## src/rtl/keypad_pkg.sv

```systemverilog
// Shared definitions for the keypad scanner: key-code width and event word layout.
// Event word is {press, code}: press in the MSB, key code in the low CODE_W bits.
package keypad_pkg;

  function automatic int calc_code_w(input int n_keys);
    return (n_keys > 1) ? $clog2(n_keys) : 1;
  endfunction

  function automatic int evt_width(input int code_w);
    return code_w + 1;
  endfunction

  localparam int DB_W = 4;

endpackage

```

## src/rtl/key_event_fifo.sv

```systemverilog
// Generic FIFO: push/pop with full/empty, head visible combinationally, zero-latency read.
// Push while full is ignored unless a pop happens in the same cycle; the caller owns drop policy.
module key_event_fifo #(
  parameter int WIDTH = 8,
  parameter int DEPTH = 4
) (
  input  logic             clock,
  input  logic             aclr,
  input  logic             push,
  input  logic [WIDTH-1:0] din,
  input  logic             pop,
  output logic [WIDTH-1:0] dout,
  output logic             full,
  output logic             empty
);

  localparam int AW = $clog2(DEPTH);

  logic [WIDTH-1:0] mem [DEPTH];
  logic [AW:0]      wr_ptr;
  logic [AW:0]      rd_ptr;
  logic             push_ok;
  logic             pop_ok;

  assign empty   = (wr_ptr == rd_ptr);
  assign full    = (wr_ptr[AW] != rd_ptr[AW]) && (wr_ptr[AW-1:0] == rd_ptr[AW-1:0]);
  assign pop_ok  = pop && !empty;
  // A full FIFO still accepts a push when the head leaves in the same cycle.
  assign push_ok = push && (!full || pop_ok);
  assign dout    = mem[rd_ptr[AW-1:0]];

  always_ff @(posedge clock or posedge aclr) begin
    if (aclr) begin
      wr_ptr <= '0;
      rd_ptr <= '0;
      for (int i = 0; i < DEPTH; i++) begin
        mem[i] <= '0;
      end
    end else begin
      if (push_ok) begin
        mem[wr_ptr[AW-1:0]] <= din;
        wr_ptr              <= wr_ptr + 1'b1;
      end
      if (pop_ok) begin
        rd_ptr <= rd_ptr + 1'b1;
      end
    end
  end

endmodule

```

## src/rtl/keypad_matrix_scanner.sv

```systemverilog
// Keypad scanner: one-hot rows, 2-flop column sync, per-key debounce, press/release events; event valid 1 clock after flip.
// Stalled consumer holds the head stable; a push into a full FIFO without a pop is dropped and sets sticky overflow.
module keypad_matrix_scanner
  import keypad_pkg::*;
#(
  parameter  int ROWS       = 4,
  parameter  int COLS       = 4,
  parameter  int SCAN_DIV   = 16,
  parameter  int DEBOUNCE   = 3,
  parameter  int FIFO_DEPTH = 4,
  localparam int CODE_W     = calc_code_w(ROWS * COLS)
) (
  input  logic              clock,
  input  logic              aclr,
  output logic [ROWS-1:0]   row_out,
  input  logic [COLS-1:0]   col_in,
  output logic [CODE_W-1:0] key,
  output logic              is_pressed,
  output logic              evt_valid,
  output logic [CODE_W-1:0] evt_code,
  output logic              evt_press,
  input  logic              evt_ready,
  output logic              overflow,
  input  logic              ovf_clr
);

  localparam int NKEYS = ROWS * COLS;
  localparam int DW    = $clog2(SCAN_DIV);
  localparam int RW    = (ROWS > 1) ? $clog2(ROWS) : 1;
  localparam int EW    = evt_width(CODE_W);

  logic [DW-1:0]   cnt;
  logic [RW-1:0]   row_idx;
  logic            wrap;
  logic [COLS-1:0] sync1;
  logic [COLS-1:0] sync2;
  logic [COLS-1:0] col_lat;

  logic [NKEYS-1:0] stable;
  logic [DB_W-1:0]  db [NKEYS];

  logic [DW-1:0]   col_idx;
  logic            eval_en;
  int              eval_idx;
  logic            sample;
  logic            cur_stable;
  logic [DB_W-1:0] cur_cnt;
  logic            flip;

  logic [CODE_W-1:0] lowest;
  logic [EW-1:0]     push_dat;
  logic [EW-1:0]     head_dat;
  logic              fifo_full;
  logic              fifo_empty;
  logic              pop;
  logic              drop;

  assign wrap = (cnt == DW'(SCAN_DIV - 1));

  always_ff @(posedge clock or posedge aclr) begin
    if (aclr) begin
      cnt     <= '0;
      row_idx <= '0;
      row_out <= ROWS'(1);
    end else begin
      if (wrap) begin
        cnt     <= '0;
        row_out <= (row_out << 1) | (row_out >> (ROWS - 1));
        row_idx <= (row_idx == RW'(ROWS - 1)) ? '0 : row_idx + 1'b1;
      end else begin
        cnt <= cnt + 1'b1;
      end
    end
  end

  // The sync pipe settles on the new row during dwell counts 0..2, so the snapshot at count 3 is clean.
  always_ff @(posedge clock or posedge aclr) begin
    if (aclr) begin
      sync1   <= '0;
      sync2   <= '0;
      col_lat <= '0;
    end else begin
      sync1 <= col_in;
      sync2 <= sync1;
      if (cnt == DW'(3)) begin
        col_lat <= sync2;
      end
    end
  end

  assign col_idx  = cnt - DW'(4);
  assign eval_en  = (cnt >= DW'(4)) && (cnt < DW'(4 + COLS));
  assign eval_idx = int'(row_idx) * COLS + int'(col_idx);

  always_comb begin
    sample = 1'b0;
    for (int c = 0; c < COLS; c++) begin
      if (int'(col_idx) == c) begin
        sample = col_lat[c];
      end
    end
  end

  always_comb begin
    cur_stable = 1'b0;
    cur_cnt    = '0;
    for (int i = 0; i < NKEYS; i++) begin
      if (eval_idx == i) begin
        cur_stable = stable[i];
        cur_cnt    = db[i];
      end
    end
  end

  assign flip = eval_en && (sample != cur_stable) && (cur_cnt == DB_W'(DEBOUNCE - 1));

  always_ff @(posedge clock or posedge aclr) begin
    if (aclr) begin
      stable <= '0;
      for (int i = 0; i < NKEYS; i++) begin
        db[i] <= '0;
      end
    end else begin
      for (int i = 0; i < NKEYS; i++) begin
        if (eval_en && (eval_idx == i)) begin
          if (sample == stable[i]) begin
            db[i] <= '0;
          end else if (db[i] == DB_W'(DEBOUNCE - 1)) begin
            stable[i] <= ~stable[i];
            db[i]     <= '0;
          end else begin
            db[i] <= db[i] + 1'b1;
          end
        end
      end
    end
  end

  // Scanning downwards leaves the lowest pressed code as the final assignment.
  always_comb begin
    lowest = '0;
    for (int i = NKEYS - 1; i >= 0; i--) begin
      if (stable[i]) begin
        lowest = CODE_W'(i);
      end
    end
  end

  always_ff @(posedge clock or posedge aclr) begin
    if (aclr) begin
      key        <= '0;
      is_pressed <= 1'b0;
    end else begin
      key        <= lowest;
      is_pressed <= |stable;
    end
  end

  assign push_dat = {~cur_stable, CODE_W'(eval_idx)};
  assign pop      = evt_valid && evt_ready;
  assign drop     = flip && fifo_full && !pop;

  key_event_fifo #(
    .WIDTH (EW),
    .DEPTH (FIFO_DEPTH)
  ) u_fifo (
    .clock (clock),
    .aclr  (aclr),
    .push  (flip),
    .din   (push_dat),
    .pop   (pop),
    .dout  (head_dat),
    .full  (fifo_full),
    .empty (fifo_empty)
  );

  assign evt_valid             = !fifo_empty;
  assign {evt_press, evt_code} = head_dat;

  // A drop in the same cycle as a clear wins, so no lost event goes unreported.
  always_ff @(posedge clock or posedge aclr) begin
    if (aclr) begin
      overflow <= 1'b0;
    end else begin
      overflow <= (overflow && !ovf_clr) || drop;
    end
  end

endmodule

```

## config.mk

```make
export PLATFORM = sky130hd
export DESIGN_NAME = keypad_matrix_scanner
export DESIGN_NICKNAME = d
export VERILOG_FILES = /design/src/rtl/keypad_pkg.sv /design/src/rtl/key_event_fifo.sv /design/src/rtl/keypad_matrix_scanner.sv
export SDC_FILE = /design/constraint.sdc
export NUM_CORES = 1
export LEC_CHECK = 0
export BUFFER_PORTS_ARGS = -buffer_cell sky130_fd_sc_hd__buf_4
export CORE_MARGIN = 2
export CORE_UTILIZATION = 40
export CTS_BUF_LIST = sky130_fd_sc_hd__clkbuf_16
export DETAILED_ROUTE_END_ITERATION = 8
export PLACE_DENSITY = 0.64
export SETUP_SLACK_MARGIN = 0.02
export SYNTH_ARGS = -nofsm -noshare
export SYNTH_HDL_FRONTEND = slang
export SYNTH_SLANG_ARGS = --single-unit
export TNS_END_PERCENT = 50
```

## constraint.sdc

```tcl
create_clock -name clock -period 6.08 [get_ports clock]
set_clock_uncertainty 0.15 [all_clocks]
set_input_delay 0 -clock clock [delete_from_list [all_inputs] [get_ports clock]]
set_output_delay 0 -clock clock [all_outputs]
set_load 0.005 [all_outputs]
```

==> flow_summary.toml, run 1 <==
[logic_synthesis]
ys_types = 71
yosysWarnings = 0
syn_area_um2 = 7671
synthAdderAreaFrac = 0.02871
ys_ff_latch = 134
yosys.area_share.simple = 0.2212
synth_top_family_by_area = "simple AND/OR/NAND/NOR gates"
synth-edff-count = 0
syn_nets = 874
ys_async_sr_fraction = 1.000
synth-compound-area-share = 0.1714
muxShareOfSynthArea = 0.07454
syn_area_per_cell_um2 = 9.035
yosysSeqAreaShare = 0.4373
yosys.area_share.xor_xnor = 0.02740
synth-main-ff-cell = "dfrtp_1"
netlist_instances = 849

[pwr]
leakagePower_nw = 3.423
ir_drop_uv = 175.2
power_density_nw_per_um2 = 223.3

[job]
maxCapViolCount = 0

[hold_path]
worstHoldStart = "col_in[2]"
hold_path.class = "in -> reg"
hold_path_depth = 2
hold_end = "sync1[2]"

[cts]
clock_path_buffers = 2
htree_levels = 4
clkTransAtPathRegs_ns = 0.06
insertion_delay_ns = 0.42
clockRootBuffer = "clkbuf_16"
cts_setup_buffers = 0
cts_tree = "yes"
cts_inserted_buffers = 17
cts.sinks = 134

[setup_path]
crit_path_cell_trace = "inv_1 -> ha_1 -> fa_1 -> nand3_1 -> o32ai_1 -> a2111oi_4 -> o2111a_1 -> o22ai_4 -> o22ai_1 -> dlygate4sd3_1"
r2r_start = "cnt[2]"
path_max_fanout = 20
slowest_stage = "fa_1"
crit_path_start_kind = "flop"
worstPathRequired_ns = 6.23
critPathKind = "reg -> reg"
rr_worst_depth = 10
critPathMaxStageDelay_ns = 1.02
reg2reg_to = "overflow"
reg2reg_slack_ns = 1.37
critPathArrivalTime_ns = 4.86
cp-end-kind = "flop"

[floorplanning]
dieArea_um2 = 20300
coreArea_um2 = 18770
pin_count = 24
initial_core_util = 0.4087
die_width_um = 142.5
die_h_um = 142.5
rows = 50

[cells_and_area]
regMostFlops = "db"
area_growth_pct = 12.69
biggestRegsByFlops = "db (64), u_fifo.mem (20), stable (16)"
nFillCells = 1835
utilization = 0.4606
nNetsFinal = 890
final_cell_area_um2 = 8645
insertedDiodeCount = 0
largest_reg_flops = 64
final_cell_mix = "133 x dfrtp_1, 105 x nand2_1, 79 x o21ai_0, 75 x a21oi_1, 66 x nor3_1"
final_common_cell = "dfrtp_1"
drive_gt1_frac = 0.1207

[grt]
grt_pass1_vias = 5773
antenna_found_initial = 0
grt-ovfl-total = 0
grt_max_degree = 84
grt_pass1_wl_um = 30420
grt_use_total = 0.1879

[detailed_routing]
drt_wl_total_um = 17920
vias = 6300
wire_per_inst_um = 16.11
dr.pass1.iters = 5
vias_per_cell = 5.665
drt_first_iter_violations = 600
drcViolationCount = 0
ant_nets = 0

[sta]
max_clock_freq_mhz = 212.5
finalSetupViolCount = 0
maxSlewViolCount = 0
slew_headroom = 0.3338
finalCritPeriodShare = 0.7739
tns_ns = 0
final-hold-violation-count = 0
rsz0062_at_grt = "false"
period_minus_slack_ns = 4.705
holdWs_ns = 0.06640
worst_slew_pin_slew_ns = 0.9917

[outcome]
status = "finished clean"

[placement]
gp_congestion = 0.9948
portBuffers = 23
dpl-instance-area_um2 = 8000
hpwl_um = 12010
timing repair:
item	CTS	global route
endpoints found under the hold margin	89	0
hold buffers	8	0
endpoints found under the setup margin	0	0
resized for setup	0	0
critical path, delay by kind of cell, from the launching register on:
kind | cells | cell delay, ns
AOI/OAI and AO/OA | 5 | 1.59
adders and majority gates | 2 | 1.35
buffers and inverters | 2 | 0.68
DFF | 1 | 0.41
and+or+nand+nor | 1 | 0.39
cell families after synthesis:
family                   after synthesis
buffers and inverters                 68
adder cells (fa/ha/maj)               17
multiplexers                          45
XOR/XNOR                              24
AO/OA/AOI/OAI                        218
AND/OR/NAND/NOR                      343
flip-flops                           134
report_power, final:
group	switching (mW)	internal (mW)
clock	0.391	0.596
combinational	0.0224	0.0111
sequential	0.00962	0.900
final cells by class:
| type | count | area (µm²) | share of cell area |
|---|---|---|---|
| Multi-Input combinational cell | 647 | 4014 | 0.4643 |
| Clock buffer | 17 | 425.4 | 0.04921 |
| Sequential cell | 134 | 3354 | 0.3880 |
| Timing Repair Buffer | 40 | 320.3 | 0.03705 |
| Inverter | 25 | 98.84 | 0.01143 |
| Tap cell | 234 | 292.8 | 0.03387 |
| Clock inverter | 15 | 138.9 | 0.01607 |
per-stage QoR:
| step | power, mW | std cells | setup slack, ns |
|---|---|---|---|
| after floorplan | 0.9457 | 849 | 2.349 |
| after global placement | 0.9569 | 1072 | 1.649 |
| after detailed placement | 0.9570 | 1072 | 1.510 |
| after CTS | 1.954 | 1112 | 1.412 |
| after global routing | 2.006 | 1112 | 1.061 |
| final | 1.930 | 1112 | 1.375 |
worst max-delay path by stage:
stage,startpoint,to,slack (ns),depth (start not counted)
final,cnt[2],overflow,1.37,10
after global routing,cnt[2],overflow,1.06,11
after CTS,cnt[2],overflow,1.41,11
after detailed placement,cnt[2],u_fifo.mem[15],1.51,11
after global placement,cnt[2],u_fifo.mem[16],1.65,11
after floorplan,aclr,cnt[0],2.35,1
cell usage after synthesis (4+ instances only):
library cell,n,area (µm²)
nand2b_1,7,43.79
a21oi_1,75,375.4
nor4b_1,14,122.6
a31oi_1,6,37.54
a211oi_1,4,30.03
clkbuf_1,13,48.80
buf_1,4,15.01
o31ai_1,10,75.07
nor2_1,61,229.0
xnor2_1,23,201.4
nand3_1,42,210.2
nor3b_1,4,30.03
nand3b_1,9,67.56
nand2_1,105,394.1
dfrtp_1,133,3328
nand4_1,7,43.79
mux2_2,24,270.3
mux2_1,7,78.83
nor3_1,66,330.3
mux2i_1,5,50.05
a221oi_1,4,35.03
mux4_2,5,112.6
ha_1,16,200.2
o21ai_0,79,395.4
o22ai_1,4,25.02
nor2b_1,10,62.56
mux2_4,4,60.06
inv_1,24,90.09
buf_2,23,115.1
per-layer routing:
metal,track usage,vias to the layer above,wire [µm]
met5,0,-,0
met4,0.05472,0,246
met3,0.03970,19,731
met2,0.2715,134,7952
met1,0.2829,3043,8988
li1,-,3104,-
(Power assumes the default switching activity.)
==> inputs of run 2 (changes only) <==
- PLACE_DENSITY: 0.64 -> 0.66
- clock period: 6.08 -> 4.25 ns (I/O delays scaled with it)
==> run 2 against run 1 <==
Count of clock-buffer cells in the layout is the same. Setup slack worse by 1.1 ns. Sequential share of layout area is 0.76 points lower. Utilization increased by 0.92 points. Combinational power up 43%. Non-clock buffer count is 16 higher. Critical path depth grew 3. Design area is 2.0% higher. First-iteration DRC count shrank 3.7%. Largest cell class unchanged. Largest power group unchanged.
==> flow_summary.toml, run 2 (synthesis results as in run 1) <==
[cells_and_area]
nNetsFinal = 906
final_common_cell = "dfrtp_1"
insertedDiodeCount = 0
finalNonFillerCells = 1128
final_cell_mix = "133 x dfrtp_1, 105 x nand2_1, 79 x o21ai_0, 75 x a21oi_1, 66 x nor3_1"
biggestRegsByFlops = "db (64), u_fifo.mem (20), stable (16)"
nFillCells = 1763
largest_reg_flops = 64
area_growth_pct = 14.94
drive_gt1_frac = 0.1432
regMostFlops = "db"

[grt]
grt_pass1_wl_um = 31190
grt_max_degree = 98
grt-ovfl-total = 0
antenna_found_initial = 0
grt_pass1_vias = 6035
grt_use_total = 0.1923

[setup_path]
critPathMaxStageDelay_ns = 0.69
critPathArrivalTime_ns = 4.17
reg2reg_slack_ns = 0.24
crit_path_start_kind = "flop"
cp-end-kind = "flop"
reg2reg_to = "u_fifo.mem[15]"
crit_top_cell = "buf_4"
slowest_stage = "fa_2"
rr_worst_depth = 13
critPathKind = "reg -> reg"
cp.buffers_inverters = 3
path_max_fanout = 10
worstPathRequired_ns = 4.41
r2r_start = "cnt[2]"
crit_family = "simple AND/OR/NAND/NOR gates"
crit_path_cell_trace = "inv_1 -> ha_1 -> fa_2 -> buf_4 -> nand2_1 -> nand4bb_1 -> a32oi_1 -> o211ai_1 -> nor4_1 -> buf_4 -> o22ai_4 -> nor2_2 -> mux2_2"

[cts]
clockRootBuffer = "clkbuf_16"
htree_levels = 4
cts.sinks = 134
clkTransAtPathRegs_ns = 0.06
insertion_delay_ns = 0.43
clock_path_buffers = 2
cts_inserted_buffers = 17
cts_tree = "yes"
cts_setup_buffers = 0

[pwr]
seqPwrFrac = 0.455
power_density_nw_per_um2 = 324.2
power.share.combinational = 0.017
intPower_mw = 2.227
clock_power_share = 0.528
switchingPower_mw = 0.6315
leakagePower_nw = 3.514
ir_drop_uv = 275.8
switching_share = 0.2209

[placement]
placedCellCount = 1089
gp_congestion = 0.9882
hpwl_um = 12660
portBuffers = 23

[detailed_routing]
drt_wl_total_um = 18480
drt_first_iter_violations = 578
ant_nets = 0
drcViolationCount = 0
vias_per_cell = 5.728
dr.pass1.iters = 5
wire_per_inst_um = 16.38
vias = 6461

[sta]
period_minus_slack_ns = 4.012
finalSetupViolCount = 0
max_clock_freq_mhz = 249.3
slew_headroom = 0.4023
tns_ns = 0
final-hold-violation-count = 0
maxSlewViolCount = 0
rsz0062_at_grt = "false"
worst_slew_pin_slew_ns = 0.8965
holdWs_ns = 0.07413
finalCritPeriodShare = 0.9439

[floorplanning]
rows = 50
pin_count = 24
coreArea_um2 = 18770
die_h_um = 142.5
die_width_um = 142.5
initial_core_util = 0.4087
dieArea_um2 = 20300

[hold_path]
worstHoldStart = "col_in[1]"
hold_end = "sync1[1]"
hold_path_depth = 2
hold_path.class = "in -> reg"

[outcome]
status = "finished clean"

[job]
maxCapViolCount = 0
run 2: per-stage QoR:
step | area, µm² | total power [mW] | worst slack, ns | util
final | 8817 | 2.859 | 0.2383 | 0.4698
after global routing | 8817 | 2.973 | 0.05054 | 0.4698
after CTS | 8813 | 2.888 | 0.1318 | 0.4696
after detailed placement | 8140 | 1.370 | 0.1755 | 0.4337
after global placement | 8140 | 1.369 | 0.2503 | 0.4337
after floorplan | 7671 | 1.353 | 0.5189 | -
run 2: worst max-delay path by stage:
stage               depth (start not counted)              to   start  slack (ns)
finish                                     13  u_fifo.mem[15]  cnt[2]        0.24
global route                               13  u_fifo.mem[19]  cnt[2]        0.05
CTS                                        13  u_fifo.mem[15]  cnt[2]        0.13
detailed placement                         13  u_fifo.mem[15]  cnt[2]        0.18
global placement                           13  u_fifo.mem[15]  cnt[2]        0.25
floorplan                                   1          cnt[0]    aclr        0.52
run 2: timing repair:
item,4_1_cts,5_1_grt
endpoints found under the hold margin,103,0
resized for setup,0,2
endpoints found under the setup margin,0,14
hold buffers,7,0
run 2: power by group through the flow:
| stage | Sequential [mW] | Combinational (mW) | Clock [mW] |
|---|---|---|---|
| 3_3_place_gp | 1.32 | 0.0451 | 0 |
| 5_1_grt | 1.30 | 0.0563 | 1.61 |
| 6_report | 1.30 | 0.0480 | 1.51 |
| 2_1_floorplan | 1.31 | 0.0390 | 0 |
| 3_5_place_dp | 1.32 | 0.0452 | 0 |
| 4_1_cts | 1.30 | 0.0505 | 1.54 |
run 2: final cells by class:
class	count	area (µm²)	share of cell area
tap	234	292.8	0.03321
clock buffer	17	425.4	0.04825
multi-input combinational	647	4018	0.4557
timing repair buffer	56	450.4	0.05109
sequential	134	3354	0.3804
clock inverter	15	177.7	0.02015
inverter	25	98.84	0.01121
run 2: per-layer routing:
metal | vias to the layer above | part of all wire | global-route usage
met4 | 0 | 0.0097 | 0.05367
li1 | 3138 | - | -
met2 | 181 | 0.46 | 0.2923
met1 | 3127 | 0.48 | 0.2811
met5 | - | 0 | 0
met3 | 15 | 0.051 | 0.03533
==> inputs of run 3 (changes only) <==
- CELL_PAD_IN_SITES_DETAIL_PLACEMENT: unset -> 1
- CELL_PAD_IN_SITES_GLOBAL_PLACEMENT: unset -> 1
- CORE_ASPECT_RATIO: unset -> 1.75
- PLACE_DENSITY: 0.66 -> unset
- PLACE_DENSITY_LB_ADDON: unset -> 0.12
==> run 3 against run 2 <==
Global-route usage up 4.4 points. Design area rose by 0.14%. Critical path depth down 1. Worst hold slack lost 0.0050 ns. Setup slack lost 0.030 ns. Wire length is 24% higher. First-iteration DRC count shrank 51%. Register-to-register slack worse by 0.03 ns. Combinational power increased by 2%.
==> flow_summary.toml, run 3 (synthesis results as in run 1) <==
[hold_path]
hold_path_depth = 2
hold_path.class = "in -> reg"
hold_end = "sync1[3]"
worstHoldStart = "col_in[3]"

[setup_path]
worstPathRequired_ns = 4.42
slowest_stage = "fa_2"
r2r_start = "cnt[2]"
crit_path_cell_trace = "inv_1 -> ha_1 -> fa_2 -> clkbuf_4 -> or3b_4 -> nor2_2 -> a21oi_1 -> a2111oi_4 -> o2111a_1 -> o22ai_4 -> nor2_2 -> mux2_2"
rr_worst_depth = 12
reg2reg_to = "u_fifo.mem[11]"
crit_top_cell = "nor2_2"
crit_family = "compound AO/OA/AOI/OAI gates"
crit_path_start_kind = "flop"
critPathKind = "reg -> reg"
critPathArrivalTime_ns = 4.21
cp.buffers_inverters = 2
path_max_fanout = 7
critPathMaxStageDelay_ns = 0.53
reg2reg_slack_ns = 0.21
cp-end-kind = "flop"

[floorplanning]
initial_core_util = 0.4049
rows = 67
dieArea_um2 = 20350
die_h_um = 187.2
coreArea_um2 = 18950
die_width_um = 108.7
pin_count = 24

[placement]
portBuffers = 23
gp_congestion = 0.9057
place_ws_ns = -0.09951
dpl-instance-area_um2 = 8134
hpwl_um = 16650

[pwr]
power_density_nw_per_um2 = 326.7
ir_drop_uv = 313.4
leakagePower_nw = 3.529

[sta]
maxSlewViolCount = 0
worst_slew_pin_slew_ns = 1.016
final-hold-violation-count = 0
slew_headroom = 0.3131
rsz0062_at_grt = "true"
period_minus_slack_ns = 4.041
max_clock_freq_mhz = 247.4
setup_ws_ns = 0.2086
tns_ns = 0
finalCritPeriodShare = 0.9509
finalSetupViolCount = 0

[cells_and_area]
regMostFlops = "db"
utilization = 0.4661
final_cell_area_um2 = 8830
nFillCells = 2236
largest_reg_flops = 64
biggestRegsByFlops = "db (64), u_fifo.mem (20), stable (16)"
final_common_cell = "dfrtp_1"
final_cell_mix = "133 x dfrtp_1, 105 x nand2_1, 79 x o21ai_0, 75 x a21oi_1, 66 x nor3_1"
layout.area.seq_um2 = 3354
insertedDiodeCount = 0
drive_gt1_frac = 0.1433
nNetsFinal = 905
area_growth_pct = 15.10
multi_input_area_um2 = 4031

[detailed_routing]
drt_first_iter_violations = 285
ant_nets = 0
dr.pass1.iters = 4
vias_per_cell = 5.869
drcViolationCount = 0
wire_per_inst_um = 20.20
drt_wl_total_um = 22910
vias = 6655

[grt]
grt_use_total = 0.2361
grt_pass1_wl_um = 37180
antenna_found_initial = 0
grt_pass1_vias = 7163
grt_max_degree = 105
grt-ovfl-total = 0

[cts]
insertion_delay_ns = 0.43
cts_inserted_buffers = 17
clockRootBuffer = "clkbuf_16"
clock_path_buffers = 2
cts.sinks = 134
clkTransAtPathRegs_ns = 0.06
htree_levels = 4
cts_tree = "yes"

[job]
maxCapViolCount = 0

[outcome]
status = "finished clean"
[run 3: cell types whose count changed in the layout (fill, tap and decap cells not counted), moves of 2 or more]
cell / previous run / this run
clkinvlp_4: 6 / 2
buf_4: 48 / 46
clkinv_1: 0 / 2
clkinv_2: 0 / 2
clkinv_4: 0 / 2
inv_1: 25 / 23
[run 3: worst max path at each step]
stage                            end  cells after the start  startpoint
floorplan                     cnt[0]                      1        aclr
global placement    u_fifo.wr_ptr[1]                     12      cnt[2]
detailed placement    u_fifo.mem[16]                     12      cnt[2]
CTS                   u_fifo.mem[19]                     11      cnt[2]
global route          u_fifo.mem[14]                     12      cnt[2]
finish                u_fifo.mem[11]                     12      cnt[2]
[run 3: layout make-up]
type	instances	share of cell area
clock inverters	15	0.01984
well taps	241	0.03415
clock buffers	17	0.04818
flip-flops and latches	134	0.3799
inverters	25	0.01119
repair buffers	55	0.05016
multi-input cells	647	0.4566
[run 3: metrics by stage]
stage | power, mW | hold WS (ns) | std cells
after floorplan | 1.353 | -0.1186 | 849
after global placement | 1.370 | -0.03974 | 1094
after detailed placement | 1.373 | -0.03956 | 1094
after CTS | 2.924 | 0.03901 | 1133
after global routing | 2.973 | 0.05821 | 1134
final | 2.885 | 0.06915 | 1134
[run 3: timing repair]
action	in CTS	in global routing
pin swaps	0	2
gates resized for setup	2	2
buffers inserted	0	1
endpoints found under the hold margin	110	0
setup endpoints to repair	21	17
hold buffers	7	0
[run 3: per-layer routing]
metal / share of wire / global-route usage / vias to the layer above
met3: 0.022 / 0.04216 / 53
met5: 0 / 0 / -
met2: 0.55 / 0.4346 / 102
met4: 0.036 / 0.1026 / 0
met1: 0.39 / 0.2574 / 3383
li1: - / - / 3117
[run 3: power breakdown]
part / total, mW / switching, mW / internal, mW / leakage [nW]
Clock: 1.53 / 0.608 / 0.924 / 0.290
Combinational: 0.0491 / 0.0332 / 0.0159 / 1.44
Sequential: 1.30 / 0.0159 / 1.29 / 1.80
